[src/rtl/draw_shield_if.sv]
// VGA timing bundle: beam position, sync and blanking strobes, and the pixel colour.
interface vga_if;
    logic [10:0] vcount;
    logic        vsync;
    logic        vblnk;
    logic [10:0] hcount;
    logic        hsync;
    logic        hblnk;
    logic [11:0] rgb;

    modport in (
        input vcount, vsync, vblnk, hcount, hsync, hblnk, rgb
    );

    modport out (
        output vcount, vsync, vblnk, hcount, hsync, hblnk, rgb
    );
endinterface

[src/rtl/draw_shield.sv]
// Overlays a 64x64 shield sprite from an external synchronous ROM onto a VGA stream.
// The sprite hides on pickup until start_game drops; the pipeline latency is 2 clocks.
module draw_shield #(
    parameter int unsigned XPOS = 800,
    parameter int unsigned YPOS = 16
) (
    input  logic        clk,
    input  logic        rst,
    input  logic        start_game,
    input  logic        en,
    input  logic        was_shield_picked_up,
    input  logic [11:0] rgb_pixel,
    output logic [11:0] pixel_addr,
    vga_if.in           in,
    vga_if.out          out
);

    localparam logic [11:0] XLO  = 12'(XPOS);
    localparam logic [11:0] XHI  = 12'(XPOS + 63);
    localparam logic [11:0] YLO  = 12'(YPOS);
    localparam logic [11:0] YHI  = 12'(YPOS + 63);
    localparam logic [5:0]  XOFF = 6'(XPOS);
    localparam logic [5:0]  YOFF = 6'(YPOS);

    logic        in_box;
    logic [5:0]  dx;
    logic [5:0]  dy;

    logic [10:0] vcount_s1;
    logic [10:0] hcount_s1;
    logic        vsync_s1;
    logic        hsync_s1;
    logic        vblnk_s1;
    logic        hblnk_s1;
    logic [11:0] rgb_s1;
    logic        box_s1;
    logic        shown;
    logic        draw;

    // Compares are widened by one bit so a box near the right edge cannot wrap.
    always_comb begin
        in_box = ({1'b0, in.hcount} >= XLO) && ({1'b0, in.hcount} <= XHI) &&
                 ({1'b0, in.vcount} >= YLO) && ({1'b0, in.vcount} <= YHI);
        dx = in.hcount[5:0] - XOFF;
        dy = in.vcount[5:0] - YOFF;
        pixel_addr = in_box ? {dy, dx} : 12'h000;
    end

    always_ff @(posedge clk or negedge rst) begin
        if (!rst) begin
            vcount_s1 <= '0;
            hcount_s1 <= '0;
            vsync_s1  <= 1'b0;
            hsync_s1  <= 1'b0;
            vblnk_s1  <= 1'b0;
            hblnk_s1  <= 1'b0;
            rgb_s1    <= '0;
            box_s1    <= 1'b0;
        end else begin
            vcount_s1 <= in.vcount;
            hcount_s1 <= in.hcount;
            vsync_s1  <= in.vsync;
            hsync_s1  <= in.hsync;
            vblnk_s1  <= in.vblnk;
            hblnk_s1  <= in.hblnk;
            rgb_s1    <= in.rgb;
            box_s1    <= in_box;
        end
    end

    // A stopped game re-arms the sprite and overrides a simultaneous pickup.
    always_ff @(posedge clk or negedge rst) begin
        if (!rst) begin
            shown <= 1'b1;
        end else if (!start_game) begin
            shown <= 1'b1;
        end else if (was_shield_picked_up) begin
            shown <= 1'b0;
        end
    end

    always_comb begin
        draw = box_s1 && !hblnk_s1 && !vblnk_s1 && start_game && en && shown &&
               (rgb_pixel != 12'h000);
    end

    always_ff @(posedge clk or negedge rst) begin
        if (!rst) begin
            out.vcount <= '0;
            out.hcount <= '0;
            out.vsync  <= 1'b0;
            out.hsync  <= 1'b0;
            out.vblnk  <= 1'b0;
            out.hblnk  <= 1'b0;
            out.rgb    <= '0;
        end else begin
            out.vcount <= vcount_s1;
            out.hcount <= hcount_s1;
            out.vsync  <= vsync_s1;
            out.hsync  <= hsync_s1;
            out.vblnk  <= vblnk_s1;
            out.hblnk  <= hblnk_s1;
            out.rgb    <= draw ? rgb_pixel : rgb_s1;
        end
    end

endmodule

[src/flat_wrapper.sv]
// flat-port wrapper written by rule: the top's interface ports become plain ports
module draw_shield_flat 
#(
    parameter int unsigned XPOS = 800,
    parameter int unsigned YPOS = 16
)
  (clk, rst, start_game, en, was_shield_picked_up, rgb_pixel, pixel_addr, in_vcount, in_vsync, in_vblnk, in_hcount, in_hsync, in_hblnk, in_rgb, out_vcount, out_vsync, out_vblnk, out_hcount, out_hsync, out_hblnk, out_rgb);
  vga_if in_i ();
  vga_if out_i ();
  input  logic clk;
  input  logic rst;
  input  logic start_game;
  input  logic en;
  input  logic was_shield_picked_up;
  input  logic [11:0] rgb_pixel;
  output logic [11:0] pixel_addr;
  input wire logic [$bits(in_i.vcount)-1:0] in_vcount;
  input wire logic [$bits(in_i.vsync)-1:0] in_vsync;
  input wire logic [$bits(in_i.vblnk)-1:0] in_vblnk;
  input wire logic [$bits(in_i.hcount)-1:0] in_hcount;
  input wire logic [$bits(in_i.hsync)-1:0] in_hsync;
  input wire logic [$bits(in_i.hblnk)-1:0] in_hblnk;
  input wire logic [$bits(in_i.rgb)-1:0] in_rgb;
  output wire logic [$bits(out_i.vcount)-1:0] out_vcount;
  output wire logic [$bits(out_i.vsync)-1:0] out_vsync;
  output wire logic [$bits(out_i.vblnk)-1:0] out_vblnk;
  output wire logic [$bits(out_i.hcount)-1:0] out_hcount;
  output wire logic [$bits(out_i.hsync)-1:0] out_hsync;
  output wire logic [$bits(out_i.hblnk)-1:0] out_hblnk;
  output wire logic [$bits(out_i.rgb)-1:0] out_rgb;
  assign in_i.vcount = in_vcount;
  assign in_i.vsync = in_vsync;
  assign in_i.vblnk = in_vblnk;
  assign in_i.hcount = in_hcount;
  assign in_i.hsync = in_hsync;
  assign in_i.hblnk = in_hblnk;
  assign in_i.rgb = in_rgb;
  assign out_vcount = out_i.vcount;
  assign out_vsync = out_i.vsync;
  assign out_vblnk = out_i.vblnk;
  assign out_hcount = out_i.hcount;
  assign out_hsync = out_i.hsync;
  assign out_hblnk = out_i.hblnk;
  assign out_rgb = out_i.rgb;
  draw_shield #(.XPOS(XPOS), .YPOS(YPOS)) u_core (.clk(clk), .rst(rst), .start_game(start_game), .en(en), .was_shield_picked_up(was_shield_picked_up), .rgb_pixel(rgb_pixel), .pixel_addr(pixel_addr), .in(in_i), .out(out_i));
endmodule
[config.mk]
export PLATFORM = sky130hd
export DESIGN_NAME = draw_shield_flat
export DESIGN_NICKNAME = d
export VERILOG_FILES = /design/src/rtl/draw_shield_if.sv /design/src/rtl/draw_shield.sv /design/src/flat_wrapper.sv
export SDC_FILE = /design/constraint.sdc
export NUM_CORES = 1
export LEC_CHECK = 0
export ABC_AREA = 1
export CAP_MARGIN = 10
export CORE_UTILIZATION = 44
export CTS_CLUSTER_DIAMETER = 150
export CTS_CLUSTER_SIZE = 40
export DETAILED_ROUTE_END_ITERATION = 6
export PLACE_DENSITY = 0.83
export SYNTH_ARGS = -nofsm -noshare
export SYNTH_HDL_FRONTEND = slang
export SYNTH_SLANG_ARGS = --single-unit
[constraint.sdc]
create_clock -name clk -period 3.6 [get_ports clk]
set_clock_uncertainty 0.2 [all_clocks]
set_input_delay 0.36 -clock clk [delete_from_list [all_inputs] [get_ports clk]]
set_output_delay 0.36 -clock clk [all_outputs]
set_load 0.1 [all_outputs]
==> Yosys cells after proc, flatten, opt, wreduce, memory -nomap -nowiden <==
Index checks and enable logic that the tools add are counted.
{ "totals": {"register_bits": 78, "latchBits": 0, "mem_bits_rw": 0, "rom_bits": 0, "n_memories": 0} }
{ "classes": {"add_sub_neg": 2, "n_mul": 0, "div_mod_pow": 0, "n_lt_le_gt_ge": 4, "n_eq_ne": 1, "n_shift": 0, "n_mux": 4, "bitwise": 0, "reduce_logical": 12} }
{ "ops": {"columns": ["operator", "n"], "rows": [
  ["2-to-1 mux 12 bit", 2],
  ["nonzero test 12 bit", 1],
  [">= comparator 11 x 10 -> 1 bit, second input constant", 1],
  [">= comparator 11 x 5 -> 1 bit, second input constant", 1],
  ["<= comparator 11 x 10 -> 1 bit, second input constant", 1],
  ["<= comparator 11 x 7 -> 1 bit, second input constant", 1],
  ["logical AND 1 bit", 9],
  ["subtractor 6 x 5 -> 6 bit, second input constant", 1],
  ["subtractor 6 bit, second input constant", 1],
  ["zero test 1 bit", 2],
  ["2-to-1 mux 1 bit", 2],
  ["inequality test 2 x 1 -> 1 bit, second input constant", 1]
]} }

==> Logic depth before layout (Yosys ltp) <==
Gate-level depths: netlist of run 1.
{ "depth": {"word_depth": 8, "depth_mapped": 8} }

==> Worst setup path after synthesis of run 1 <==
No wires, ideal clock.
{ "synth_timing": {"path_kind": "input -> output", "start": "input in_vcount[5]", "end": "output pixel_addr[10]", "arrival_time_ns": 2.318, "required_ns": 3.040, "slack_ns": 0.722, "stages": 7, "cell_sequence": "inv_1 ha_1 nand3_1 o21ai_0 nand3_2 buf_6 nor2_1"} }
{ "synth_via": {"elab_chain_cells": 4} }
{ "synth_lines": {"columns": ["item", "line", "rtl"], "rows": [
  ["from (decl)", "flat_wrapper.sv:17", "input wire logic [$bits(in_i.vcount)-1:0] in_vcount;"],
  [">= comparator 11 x 5 -> 1 bit", "draw_shield.sv:43", "({1'b0, in.vcount} >= YLO) && ({1'b0, in.vcount} <= YHI);"],
  ["logical AND 1 bit", "draw_shield.sv:42", "in_box = ({1'b0, in.hcount} >= XLO) && ({1'b0, in.hcount} <= XHI) &&"],
  ["logical AND 1 bit *", "draw_shield.sv:43", null],
  ["2-to-1 mux 12 bit *", "draw_shield.sv:46", "pixel_addr = in_box ? {dy, dx} : 12'h000;"],
  ["to (decl)", "flat_wrapper.sv:16", "output logic [11:0] pixel_addr;"]
]} }
Mark *: on every way between the ends. The rest lies on a longest branch, timed or not.

==> Final worst setup path of run 1 <==
{ "layout_timing": {"start": "input in_vcount[4]", "end": "output pixel_addr[6]"} }
Same word-level chain as after synthesis.

==> qor.yml, run 1 <==
status: "finished, final reports clean"
synth.most_common_cell: "dfrtp_1"
timing.rr.start: "u_core.shown"
setup-tns-final_ns: 0
crit_buf_inv: 2
wl_mm: 4.51
nFillCells: 365
yosysTopAreaCell: "dfrtp_1"
synthArstFlopShare: 1.00
die_w_um: 76.4
synth_edf_count: 0
htree_levels: 3
synth_common_cells: "dfrtp_1 (77), nand2_1 (39), nor2_1 (27)"
final_cells: 377
fin_nets: 359
dp_hpwl_mm: 3.26
fmax_ghz: 0.369
cp-startpoint: "in_vcount[4]"
numCtsBuffers: 9
grt_pass1_wl_mm: 7.55
worstPathMaxFanout: 13
crit_slowest_cell: "clkdlybuf4s50_1"
fp.dieH_um: 76.4
hold_path.class: "flop to flop"
rows: 26
drc: 0
leakage_nw: 1.75
grt_max_degree: 79
period_share: 0.753
grt_pass1_vias: 1718
cp.required_ns: 3.04
syn_inst: 189
start_util: 0.468
die_area_mm2: 0.00583
cts-root-buf: "clkbuf_8"
drtAntennaViolNets: 0
power_density_mw_per_mm2: 520
synth_area_leaders: "dfrtp_1 (79%), nand2_1 (6.0%), nor2_1 (4.2%)"
final_area_mm2: 0.00374
hold_path.startpoint: "u_core.vcount_s1[3]"
vias: 1648
routedWlPerCell_um: 12.0
max_stage_delay_ns: 0.59
clock-sinks: 78
slew_viol_final: 0
critical_path.top_delay_family: "buffers and inverters"
min_period_ns: 2.71
cap_violations: 0
finalHoldViolations: 0
synth_top_area_share: 0.792
yosysWarnings: 0
ys_seq_area_frac: 0.803
ir_worst_vdd_uv: 363
cts_tree: "done"
final_util: 0.719
drive_above_1_share: 0.107
syn_nets: 246
cts_buffer_depth: 2
dr.pass1.iters: 4
max_slew_margin: 0.329
end_kind: "output port"
synth_cell_type_count: 15
antennaDiodeCount: 0
drt_iter0_drc: 43
placed_cell_area_mm2: 0.00351
clk_pin_slew_ns: 0.08
core_mm2: 0.00520
worst_pin_slew_ns: 1.00
finalSetupViolations: 0
gr-total-overflow: 0
arrival_ns: 2.15
antenna_found_initial: 0
gp_congestion: 0.742
crit_chain: "clkdlybuf4s50_1, ha_1, nand3_1, o21ai_0, nand3_2, nor2_1, buf_4"
report.power.total_mw: 1.94
rsz0062_at_grt: "false"
syn_area_mm2: 0.00243
numPortBuffers: 104
synth_area_per_cell_um2: 12.9
insertion_delay_ns: 0.34
pin_count: 105
grt_usage: 0.175
ys_seq_elements: 78
place_inst: 360
vias_per_cell: 4.37
synth_flop_cell: "dfrtp_1"
syn_to_final_growth_pct: 53.7
critical_path_class: "primary input to output port"
critPathLaunchType: "primary input"
## report_power, final
| group | total, mW | switching, mW | internal [mW] |
|---|---|---|---|
| Combinational | 0.313 | 0.218 | 0.0955 |
| Sequential | 0.931 | 0.0113 | 0.920 |
| Clock | 0.699 | 0.307 | 0.392 |
| Total | 1.94 | 0.536 | 1.41 |
## metrics by stage
step                      setup WS (ns)  hold slack, ns
after global placement             1.03           0.132
after floorplan                   0.722          -0.136
final                             0.890           0.146
after CTS                         0.881           0.146
after global routing              0.746           0.149
after detailed placement          0.875           0.135
## metal layers
| metal | global-route usage | vias up | routed length (um) |
|---|---|---|---|
| met5 | 0 | - | 0 |
| met4 | 0.0885 | 0 | 106 |
| met3 | 0.0671 | 11 | 395 |
| met2 | 0.309 | 89 | 2300 |
| met1 | 0.181 | 748 | 1710 |
| li1 | - | 800 | - |
## registers in the layout (all words and copies together) (netlist names), 11 cells and up
register	count
u_core.out.rgb	12
u_core.rgb_s1	12
u_core.hcount_s1	11
u_core.out.hcount	11
u_core.out.vcount	11
u_core.vcount_s1	11
## cell families after synthesis
family / synth area share
AOI/OAI and AO/OA: 0.00823
adders and majority gates: 0.0103
buffers and inverters: 0.0411
DFF: 0.803
and+or+nand+nor: 0.138
## cell usage in the layout, fill, tap and decap left out
master / n
buf_4: 14
bufinv_16: 2
clkbuf_8: 9
clkdlybuf4s50_1: 91
clkinv_2: 1
clkinv_4: 1
clkinvlp_4: 2
dfrtp_1: 77
dfstp_2: 1
dlygate4sd3_1: 1
ha_1: 2
inv_1: 19
inv_6: 1
nand2_1: 39
nand3_1: 12
nand3_2: 1
nand4_1: 1
nor2_1: 27
nor2_2: 1
nor3_1: 1
o21ai_0: 4
## worst reg2reg max path, cell delays in order (launching register included)
cell,delay (ns)
dfstp_2,0.53
nand4_1,0.10
nor2_1,0.10
buf_4,0.18
nand2_1,0.26
nand2_1,0.13
o21ai_0,0.08
## final timing paths
path / slack, ns / to / depth (start not counted)
worst min-delay path: 0.15 / u_core.out.vcount[3] / 0
min in group asynchronous: 0.49 / u_core.out.rgb[11] / 2
worst min register to register: 0.15 / u_core.out.vcount[3] / 0
worst max-delay path: 0.89 / pixel_addr[6] / 7
max in group asynchronous: 2.12 / u_core.out.vcount[1] / 2
worst max register to register: 1.90 / u_core.out.rgb[1] / 6
## area by class of cell
cell class | instances | area (um^2) | share of cell area
Clock buffer | 9 | 124 | 0.0331
Clock inverter | 7 | 97.6 | 0.0261
Inverter | 19 | 71.3 | 0.0191
Multi-Input combinational cell | 88 | 380 | 0.102
Sequential cell | 78 | 1950 | 0.522
Tap cell | 70 | 87.6 | 0.0234
Timing Repair Buffer | 106 | 1030 | 0.274
## timing repair
action | 4_1_cts | 5_1_grt
hold buffers | 1 | 0
buffers inserted | 0 | 0
gates resized for setup | 0 | 0
endpoints found under the hold margin | 77 | 0
No activity file was read; power rests on OpenSTA's default activity.
==> run 2, diff against run 1 <==
CORE_UTILIZATION = 37   (was 44)
PLACE_DENSITY = 0.74   (was 0.83)
clock period = 2.4 ns   (was 3.6 ns; I/O delays follow)
==> qor.yml, run 2 (synthesized netlist as in run 1, its figures left out) <==
wl_mm: 4.84  # was 4.51 mm
fp.dieH_um: 83.1  # was 76.4 um
setup-tns-final_ns: 0  # unchanged
hold_path.class: "primary input to flop"  # was flop to flop
antenna_found_initial: 0  # unchanged
worstPathMaxFanout: 11  # was 13
critical_path_class: "primary input to output port"  # unchanged
slew_viol_final: 0  # unchanged
numPortBuffers: 104  # unchanged
final_area_mm2: 0.00381  # was 0.00374 mm^2
antennaDiodeCount: 0  # unchanged
crit_chain: "clkdlybuf4s50_1, inv_1, ha_1, nand3_1, o21ai_1, nand3_2, buf_4, nor2_1, buf_12"  # was clkdlybuf4s50_1, ha_1, nand3_1, o21ai_0, nand3_2, nor2_1, buf_4
drtAntennaViolNets: 0  # unchanged
finalHoldViolations: 0  # unchanged
grt_pass1_vias: 1829  # was 1718
max_slew_margin: 0.659  # was 0.329
grt_max_degree: 42  # was 79
min_period_ns: 2.29
max_stage_delay_ns: 0.46  # was 0.59 ns
placed_cell_area_mm2: 0.00360  # was 0.00351 mm^2
leakage_nw: 1.82  # was 1.75 nW
multi_input_area_um2: 388  # was 380 um^2
critical_path.top_delay_family: "buffers and inverters"  # unchanged
clock-sinks: 78  # unchanged
pre_cts_slack_ns: -0.0790  # was 0.875 ns
end_kind: "output port"  # unchanged
drt_iter0_drc: 52  # was 43
fmax_ghz: 0.436
die_w_um: 83.1  # was 76.4 um
insertion_delay_ns: 0.33  # was 0.34 ns
critPathLaunchType: "primary input"  # unchanged
pin_count: 105  # unchanged
report.power.total_mw: 2.71  # was 1.94 mW
drive_above_1_share: 0.253  # was 0.107
final_cells: 389  # was 377
ir_worst_vdd_uv: 387  # was 363 uV
routedWlPerCell_um: 12.5  # was 12.0 um
regArea_mm2: 0.00195  # unchanged
cts_buffer_depth: 2  # unchanged
cts_tree: "done"  # unchanged
numCtsBuffers: 9  # unchanged
die_area_mm2: 0.00691  # was 0.00583 mm^2
core_mm2: 0.00635  # was 0.00520 mm^2
dr.pass1.iters: 4  # unchanged
cap_violations: 0  # unchanged
fin_nets: 364  # was 359
final_cell_mix: "dfrtp_1 (77), clkdlybuf4s50_1 (53), buf_4 (44), nand2_1 (39), nor2_1 (24)"  # was clkdlybuf4s50_1 (91), dfrtp_1 (77), nand2_1 (39), nor2_1 (27), inv_1 (19)
power_density_mw_per_mm2: 712  # was 520 mW/mm^2
timing.final.ws_setup_ns: 0.108  # was 0.890 ns
status: "finished, final reports clean"  # unchanged
grt_pass1_wl_mm: 8.22  # was 7.55 mm
rsz0062_at_grt: "true"  # was false
grt_usage: 0.154  # was 0.175
dp_hpwl_mm: 3.66  # was 3.26 mm
rows: 29  # was 26
place_inst: 369  # was 360
clk_pin_slew_ns: 0.08  # about the same
syn_to_final_growth_pct: 56.8  # was 53.7%
gp_congestion: 0.714  # was 0.742
nFillCells: 516  # was 365
finalSetupViolations: 0  # unchanged
cp.required_ns: 1.96  # was 3.04 ns
gr-total-overflow: 0  # unchanged
cts-root-buf: "clkbuf_8"  # unchanged
period_share: 0.955
vias_per_cell: 4.38  # was 4.37
worst_pin_slew_ns: 0.511  # was 1.00 ns
htree_levels: 3  # unchanged
arrival_ns: 1.85  # was 2.15 ns
crit_slowest_cell: "clkdlybuf4s50_1"  # unchanged
largest_registers: "u_core.out.rgb x12, u_core.rgb_s1 x12"  # unchanged
layout_commonest_cell: "dfrtp_1"  # was clkdlybuf4s50_1
crit_buf_inv: 4  # was 2
vias: 1704  # was 1648
start_util: 0.383  # was 0.468
drc: 0  # unchanged
[run 2: cell types whose count changed in the layout (fill, tap and decap cells not counted), sizes merged]
cell           before  now
clkdlybuf4s50      91   53
buf                14   57
clkinvlp            2    3
inv                20   19
bufinv              2    0
clkinv              2    3
clkbuf              9   10
[run 2: report_power, final]
part,leakage (nW),internal [mW],switching (mW),total (mW)
combinational,0.829,0.137,0.330,0.466
sequential,0.910,1.38,0.0179,1.40
clock,0.0841,0.398,0.453,0.851
total,1.82,1.91,0.801,2.71
[run 2: per-layer routing]
metal  vias up  routed length (um)  global-route usage
met4         0                  59              0.0611
met2        74                2520               0.267
met5         -                   0                   0
li1        810                   -                   -
met1       813                1930               0.178
met3         7                 327              0.0477
[run 2: metrics by stage]
| step | util | hold slack, ns |
|---|---|---|
| finish | 0.601 | 0.140 |
| floorplan | - | -0.256 |
| global placement | 0.567 | 0.0402 |
| detailed placement | 0.567 | 0.0539 |
| CTS | 0.600 | 0.129 |
| global route | 0.601 | 0.117 |
[run 2: worst paths after layout]
path	from	end	slack, ns	depth (start not counted)
worst max-delay path	in_vcount[5]	pixel_addr[3]	0.11	9
worst min-delay path	in_rgb[6]	u_core.rgb_s1[6]	0.14	1
worst max register to register	u_core.shown	u_core.out.rgb[1]	0.79	5
worst min register to register	u_core.vcount_s1[0]	u_core.out.vcount[0]	0.15	0
max in group asynchronous	rst	u_core.shown	1.15	3
min in group asynchronous	rst	u_core.out.rgb[1]	0.23	2
[run 2: layout make-up]
type / instances / share of cell area
flip-flops and latches: 78 / 0.512
repair buffers: 111 / 0.296
multi-input cells: 88 / 0.102
clock buffers: 10 / 0.0361
well taps: 77 / 0.0253
inverters: 19 / 0.0187
clock inverters: 6 / 0.00984
[run 2: repair_timing]
action / 4_1_cts / 5_1_grt
pin swaps: 1 / 0
hold buffers: 1 / 0
setup buffers: 3 / 0
hold endpoints to repair: 40 / 0
endpoints found under the setup margin: 12 / 11
resized for setup: 2 / 2
[run 2: worst register-to-register path, stage by stage (launching register included)]
cell     delay, ns
dfstp_2       0.53
nand4_1       0.11
nor2_1        0.16
nand2_1       0.28
nand2_1       0.13
o21ai_0       0.08
==> run 3, diff against run 2 <==
GPL_ROUTABILITY_DRIVEN = 0   (was unset)
SLEW_MARGIN = 40   (was unset)
==> results of run 3 <==
The final DEF is identical to that of run 2; final timing and power are the same.
